**src/rtl/multicycle_controller_pkg.sv**
```systemverilog
`default_nettype none
// ============================================================================
//  Module : multicycle_controller_pkg
//  Brief  : Shared opcode constants, FSM state encodings and datapath select
//           codes for the multicycle RISC-V controller.
//  Rev    : 1.0  initial release
// ============================================================================
package multicycle_controller_pkg;

  // RV32I major opcodes handled by the controller
  localparam logic [6:0] OP_LOAD   = 7'b0000011;
  localparam logic [6:0] OP_STORE  = 7'b0100011;
  localparam logic [6:0] OP_RTYPE  = 7'b0110011;
  localparam logic [6:0] OP_ITYPE  = 7'b0010011;
  localparam logic [6:0] OP_BRANCH = 7'b1100011;
  localparam logic [6:0] OP_JAL    = 7'b1101111;

  // FSM state encodings; codes 12..15 are unreachable
  typedef enum logic [3:0] {
    S_FETCH    = 4'd0,
    S_DECODE   = 4'd1,
    S_MEMADR   = 4'd2,
    S_MEMREAD  = 4'd3,
    S_MEMWB    = 4'd4,
    S_MEMWRITE = 4'd5,
    S_EXECR    = 4'd6,
    S_EXECI    = 4'd7,
    S_ALUWB    = 4'd8,
    S_BEQ      = 4'd9,
    S_JAL      = 4'd10,
    S_FAULT    = 4'd11
  } state_e;

  // ResultSrc
  localparam logic [1:0] RES_ALUOUT    = 2'b00;
  localparam logic [1:0] RES_DATA      = 2'b01;
  localparam logic [1:0] RES_ALURESULT = 2'b10;

  // ALUSrcA
  localparam logic [1:0] SRCA_PC    = 2'b00;
  localparam logic [1:0] SRCA_OLDPC = 2'b01;
  localparam logic [1:0] SRCA_RD1   = 2'b10;

  // ALUSrcB
  localparam logic [1:0] SRCB_RD2  = 2'b00;
  localparam logic [1:0] SRCB_IMM  = 2'b01;
  localparam logic [1:0] SRCB_FOUR = 2'b10;

  // ALUOp
  localparam logic [1:0] ALUOP_ADD   = 2'b00;
  localparam logic [1:0] ALUOP_SUB   = 2'b01;
  localparam logic [1:0] ALUOP_FUNCT = 2'b10;

  // ImmSrc
  localparam logic [1:0] IMM_I = 2'b00;
  localparam logic [1:0] IMM_S = 2'b01;
  localparam logic [1:0] IMM_B = 2'b10;
  localparam logic [1:0] IMM_J = 2'b11;

endpackage
`default_nettype wire

```
**src/rtl/multicycle_controller_imm_src_decoder.sv**
```systemverilog
`default_nettype none
// ============================================================================
//  Module : imm_src_decoder
//  Brief  : Combinational opcode -> immediate-format select.
//  Ports  : op      in  7  opcode field of the IR
//           imm_src out 2  immediate format (I/S/B/J)
//  Rev    : 1.0  initial release
// ============================================================================
module imm_src_decoder
  import multicycle_controller_pkg::*;
(
  input  logic [6:0] op,
  output logic [1:0] imm_src
);

  always_comb begin
    imm_src = IMM_I;
    case (op)
      OP_STORE:  imm_src = IMM_S;
      OP_BRANCH: imm_src = IMM_B;
      OP_JAL:    imm_src = IMM_J;
      default:   imm_src = IMM_I;   // lw, I-ALU and anything unsupported
    endcase
  end

endmodule
`default_nettype wire

```
**src/rtl/multicycle_controller.sv**
```systemverilog
`default_nettype none
// ============================================================================
//  Module : multicycle_controller
//  Brief  : Control FSM for the multicycle RISC-V core. Sequences the shared
//           memory port, ALU and architectural registers one state per cycle.
//  Ports  : clk, rst            clock / async active-high reset
//           Op, Zero, MemReady  opcode, ALU zero flag, memory handshake
//           PCWrite, IRWrite, MemWrite, RegWrite   write enables
//           AdrSrc, ResultSrc, ALUSrcA, ALUSrcB, ALUOp, ImmSrc  selects
//           InstrDone           pulse in the last state of an instruction
//           Illegal             sticky unsupported-opcode flag
//  Rev    : 1.0  initial release
// ============================================================================
module multicycle_controller
  import multicycle_controller_pkg::*;
#(
  parameter int MEM_HANDSHAKE = 1,
  parameter int STATE_W       = 4
) (
  input  logic       clk,
  input  logic       rst,
  input  logic [6:0] Op,
  input  logic       Zero,
  input  logic       MemReady,
  output logic       PCWrite,
  output logic       AdrSrc,
  output logic       MemWrite,
  output logic       IRWrite,
  output logic [1:0] ResultSrc,
  output logic [1:0] ALUSrcA,
  output logic [1:0] ALUSrcB,
  output logic [1:0] ALUOp,
  output logic [1:0] ImmSrc,
  output logic       RegWrite,
  output logic       InstrDone,
  output logic       Illegal
);

  logic [STATE_W-1:0] state, state_nxt;
  logic               illegal_q;
  logic               mem_rdy;
  logic               pc_we, ir_we, mem_we, reg_we, done;

  assign mem_rdy = (MEM_HANDSHAKE != 0) ? MemReady : 1'b1;

  imm_src_decoder u_imm_src_decoder (
    .op      (Op),
    .imm_src (ImmSrc)
  );

  always_ff @(posedge clk or posedge rst) begin
    if (rst) begin
      state     <= STATE_W'(S_FETCH);
      illegal_q <= 1'b0;
    end else begin
      state <= state_nxt;
      if (state_nxt == STATE_W'(S_FAULT))
        illegal_q <= 1'b1;
    end
  end

  always_comb begin
    state_nxt = STATE_W'(S_FETCH);
    case (state)
      STATE_W'(S_FETCH):
        state_nxt = mem_rdy ? STATE_W'(S_DECODE) : STATE_W'(S_FETCH);
      STATE_W'(S_DECODE): begin
        case (Op)
          OP_LOAD, OP_STORE: state_nxt = STATE_W'(S_MEMADR);
          OP_RTYPE:          state_nxt = STATE_W'(S_EXECR);
          OP_ITYPE:          state_nxt = STATE_W'(S_EXECI);
          OP_BRANCH:         state_nxt = STATE_W'(S_BEQ);
          OP_JAL:            state_nxt = STATE_W'(S_JAL);
          default:           state_nxt = STATE_W'(S_FAULT);
        endcase
      end
      STATE_W'(S_MEMADR):
        state_nxt = (Op == OP_LOAD) ? STATE_W'(S_MEMREAD) : STATE_W'(S_MEMWRITE);
      STATE_W'(S_MEMREAD):
        state_nxt = mem_rdy ? STATE_W'(S_MEMWB) : STATE_W'(S_MEMREAD);
      STATE_W'(S_MEMWRITE):
        state_nxt = mem_rdy ? STATE_W'(S_FETCH) : STATE_W'(S_MEMWRITE);
      STATE_W'(S_EXECR), STATE_W'(S_EXECI), STATE_W'(S_JAL):
        state_nxt = STATE_W'(S_ALUWB);
      STATE_W'(S_FAULT):
        state_nxt = STATE_W'(S_FAULT);
      default:                          // MEMWB, ALUWB, BEQ and unreachable codes
        state_nxt = STATE_W'(S_FETCH);
    endcase
  end

  // Moore decode; PCWrite/IRWrite additionally follow MemReady (FETCH) and
  // Zero (BEQ). Unlisted selects stay 00 and unlisted enables stay 0.
  always_comb begin
    pc_we     = 1'b0;
    ir_we     = 1'b0;
    mem_we    = 1'b0;
    reg_we    = 1'b0;
    done      = 1'b0;
    AdrSrc    = 1'b0;
    ResultSrc = RES_ALUOUT;
    ALUSrcA   = SRCA_PC;
    ALUSrcB   = SRCB_RD2;
    ALUOp     = ALUOP_ADD;
    case (state)
      STATE_W'(S_FETCH): begin
        ALUSrcB   = SRCB_FOUR;
        ResultSrc = RES_ALURESULT;
        ir_we     = mem_rdy;
        pc_we     = mem_rdy;
      end
      STATE_W'(S_DECODE): begin
        ALUSrcA = SRCA_OLDPC;
        ALUSrcB = SRCB_IMM;
      end
      STATE_W'(S_MEMADR): begin
        ALUSrcA = SRCA_RD1;
        ALUSrcB = SRCB_IMM;
      end
      STATE_W'(S_MEMREAD): AdrSrc = 1'b1;
      STATE_W'(S_MEMWB): begin
        ResultSrc = RES_DATA;
        reg_we    = 1'b1;
        done      = 1'b1;
      end
      STATE_W'(S_MEMWRITE): begin
        AdrSrc = 1'b1;
        mem_we = 1'b1;
        done   = mem_rdy;
      end
      STATE_W'(S_EXECR): begin
        ALUSrcA = SRCA_RD1;
        ALUOp   = ALUOP_FUNCT;
      end
      STATE_W'(S_EXECI): begin
        ALUSrcA = SRCA_RD1;
        ALUSrcB = SRCB_IMM;
        ALUOp   = ALUOP_FUNCT;
      end
      STATE_W'(S_ALUWB): begin
        reg_we = 1'b1;
        done   = 1'b1;
      end
      STATE_W'(S_BEQ): begin
        ALUSrcA = SRCA_RD1;
        ALUOp   = ALUOP_SUB;
        pc_we   = Zero;
        done    = 1'b1;
      end
      STATE_W'(S_JAL): begin
        // PC takes the target latched in DECODE; ALU forms the link OldPC+4
        ALUSrcA = SRCA_OLDPC;
        ALUSrcB = SRCB_FOUR;
        pc_we   = 1'b1;
      end
      default: ;                        // FAULT and unreachable codes: all idle
    endcase
  end

  // Reset forces FETCH, whose enables depend on MemReady; mask them so no
  // write strobe can leak out while rst is held.
  assign PCWrite   = pc_we  & ~rst;
  assign IRWrite   = ir_we  & ~rst;
  assign MemWrite  = mem_we & ~rst;
  assign RegWrite  = reg_we & ~rst;
  assign InstrDone = done   & ~rst;
  assign Illegal   = illegal_q;

endmodule
`default_nettype wire

```
**config.mk**
```make
export PLATFORM = sky130hd
export DESIGN_NAME = multicycle_controller
export DESIGN_NICKNAME = d
export VERILOG_FILES = /design/src/rtl/multicycle_controller_pkg.sv /design/src/rtl/multicycle_controller_imm_src_decoder.sv /design/src/rtl/multicycle_controller.sv
export SDC_FILE = /design/constraint.sdc
export NUM_CORES = 1
export LEC_CHECK = 0
export BUFFER_PORTS_ARGS = -buffer_cell sky130_fd_sc_hd__buf_2
export CAP_MARGIN = 0
export CORE_MARGIN = 1.5
export CORE_UTILIZATION = 44
export CTS_CLUSTER_DIAMETER = 120
export DETAILED_ROUTE_END_ITERATION = 8
export PLACE_DENSITY = 0.83
export SYNTH_ARGS = -nofsm -noshare
export SYNTH_HDL_FRONTEND = slang
export SYNTH_SLANG_ARGS = --single-unit
```
**constraint.sdc**
```tcl
create_clock -name clk -period 2 [get_ports clk]
set_clock_uncertainty 0.05 [all_clocks]
set_input_delay 0.4 -clock clk [delete_from_list [all_inputs] [get_ports clk]]
set_output_delay 0.4 -clock clk [all_outputs]
set_load 0.02 [all_outputs]
```
==> results.toml <==
[layout]
n_fill_cell = 126
drive_above_1_share_pct = 45.00
synthToLayoutAreaGrowth_pct = 41.93
n_antenna_cell = 0
nets = 132
fin_cells = 135

[sta]
setup_viol = 0
rsz0062_at_grt = "yes"
maxClockFrequency_ghz = 0.5070
hold_viol_final = 0
period_needed_ns = 1.972
worst_pin_slew_ns = 0.3161
fin_crit_sh_pct = 98.62
drv_slew = 0
max_slew_margin_pct = 78.87

[synth]
yosysWarnings = 0
synthAdderAreaFrac_pct = 0
synthSimpleGateAreaFrac_pct = 38.16
synth_seq_area_share_pct = 20.96
synthesis.nets = 98
ys_dominant_reg_cell = "dfrtp_1"
synthDistinctLibCells = 36
syn_inst = 87
syn_area_per_cell_um2 = 6.860
syn-cell-area_um2 = 596.8
muxShareOfSynthArea_pct = 3.564
synth_top_family_by_area = "simple AND/OR/NAND/NOR gates"
synth-compound-area-share_pct = 27.25
ys_ff_latch = 5
synth_edf_count = 0
synthArstFlopShare_pct = 100.0
synth_xor_xnor_area_share_pct = 2.935

[route]
drt_first_pass_iters = 4
totalWireLength_mm = 1.663
avgRoutedWirePerCell_um = 12.32
viasPerCell = 5.852
ant_nets = 0
remaining_drc_errors = 0
via_count = 790
drt_iter0_markers = 15

[worst_setup_path]
worstSetupStartpointType = "flip-flop"
worstPathMaxFanout = 7
path_cells = "buf_8, o32a_1, nor3_1, buf_2"
critPathSlowestCell = "dfrtp_2"
cp.arrival_ns = 1.52
crit_buf_inv = 2
cpLargestDelayFamily = "flip-flops"
crit_start = "state[1]"
cpPeakStageDelay_ns = 0.46
cp.required_ns = 1.55
r2r-start = "state[2]"
end_kind = "primary output"
path_class = "flip-flop to primary output"

[clock_tree]
htreeDepth = 1
cts_root_buf = "clkbuf_4"
ctsHoldBuffers = 0
clk_pin_slew_ns = 0.05
cts_tree = "built"
cts_buffers = 3
cts_sinks = 5
clockBufferDepth = 2
clock_latency_ns = 0.24

[global_routing]
grt_pass1_vias = 630
grt_pass1_wl_mm = 2.594
grt_max_degree = 13
antenna_found_initial = 0
gr-total-overflow = 0
gr-usage-all-layers_pct = 23.76

[pwr]
power_uw = 1311
power_leakage_uw = 0.0003937
p_per_area_nw_per_um2 = 1548
vdd_drop_max_v = 0.0005850

[floorplanning]
core_um2 = 1285
die_w_um = 39.83
ioPinCount = 28
placementRows = 13
fp.dieH_um = 39.83
initial_core_util_pct = 46.45
dieArea_um2 = 1586

[place]
place_hpwl_mm = 1.236
gp_congestion = 0.7828
portBuffers = 27
place_inst = 126

[min_path]
hold_path.class = "input pin to async pin"

[flow_run]
drv_cap = 0

[outcome]
outcome = "finished clean"
sequential cells by signal, summed over array words and instances (netlist names):
register and cells:
state 4, Illegal 1
cells by family after synthesis:
kind of cell / count (synthesis)
AND/OR/NAND/NOR: 45
AO/OA/AOI/OAI: 23
buffers and inverters: 10
flip-flops: 5
XOR/XNOR: 2
multiplexers: 2
cell usage after synthesis (2+ instances only):
library cell   n  area, um2
nand3_1        4      20.02
inv_1          4      15.01
buf_2          4      20.02
nand2b_1       2      12.51
dfrtp_1        5      125.1
a21oi_1        8      40.04
clkbuf_1       2      7.510
o22ai_1        2      12.51
nor3_1         6      30.03
nor2b_1        3      18.77
nand2_1        9      33.78
a211oi_1       2      15.01
o21ai_0        2      10.01
nor2_1        12      45.04
routing by layer:
metal  GRT usage [%]  up-vias  routed length (um)
met1           27.93      359                 656
met5               0        -                   0
li1                -      383                   -
met4           1.724        0                  12
met2           44.67       46                 841
met3           5.114        2                 152
cell type report:
class                           instances  area, um2  area share [%]
Multi-Input combinational cell         72      451.7           53.32
Timing Repair Buffer                   35      205.2           24.22
Tap cell                               15      18.77           2.216
Inverter                                4      15.01           1.773
Sequential cell                         5      130.1           15.36
Clock buffer                            4      26.28           3.102
repair_timing:
action,CTS,global route
endpoints found under the setup margin,2,4
pin swaps,0,1
gates resized for setup,2,10
setup buffers,0,5
worst register-to-register path, cell delays in order, from the launching register on:
cell	delay, ns
dfrtp_2	0.47
buf_4	0.21
nor3_1	0.31
inv_1	0.10
o221ai_2	0.19
a31o_1	0.16
layout by cell type (no fill, tap or decap), types with 2 or more instances in the layout:
| cell | n |
|---|---|
| nand3_1 | 4 |
| buf_2 | 26 |
| buf_4 | 8 |
| o21ai_0 | 2 |
| nor3_1 | 6 |
| o22ai_1 | 2 |
| nor2b_2 | 2 |
| a211oi_1 | 2 |
| nor2_1 | 11 |
| a21oi_1 | 8 |
| clkbuf_4 | 3 |
| dfrtp_2 | 4 |
| nand2_1 | 9 |
| inv_1 | 3 |
per-stage QoR:
step	hold slack, ns	utilization, %	worst slack [ns]	setup TNS (ns)	area, um2
after floorplan	0.1338	-	-0.1395	-0.1395	604.3
after detailed placement	0.3060	58.62	0.2003	0	753.2
after CTS	0.05408	60.86	0.0003796	0	782.0
after global placement	0.2972	58.62	0.2260	0	753.2
final	0.04884	65.92	0.02756	0	847.1
after global routing	0.06064	65.92	-0.03797	-0.04445	847.1
power breakdown:
group	internal, uW	total, uW	leakage (uW)	switching, uW
Clock	75.4	117	0.0000150	41.4
Combinational	403	961	0.000323	559
Sequential	152	233	0.0000555	81.5
path summary, 6_finish.rpt:
path,to,slack [ns],cells past startpoint
worst max-delay path,PCWrite,0.03,4
worst min-delay path,state[0],0.05,2
worst max register to register,Illegal,0.44,5
worst min register to register,Illegal,0.41,1
max in group asynchronous,state[1],1.65,2
min in group clk,Illegal,0.41,1
Power figures use the tool's default switching activity.
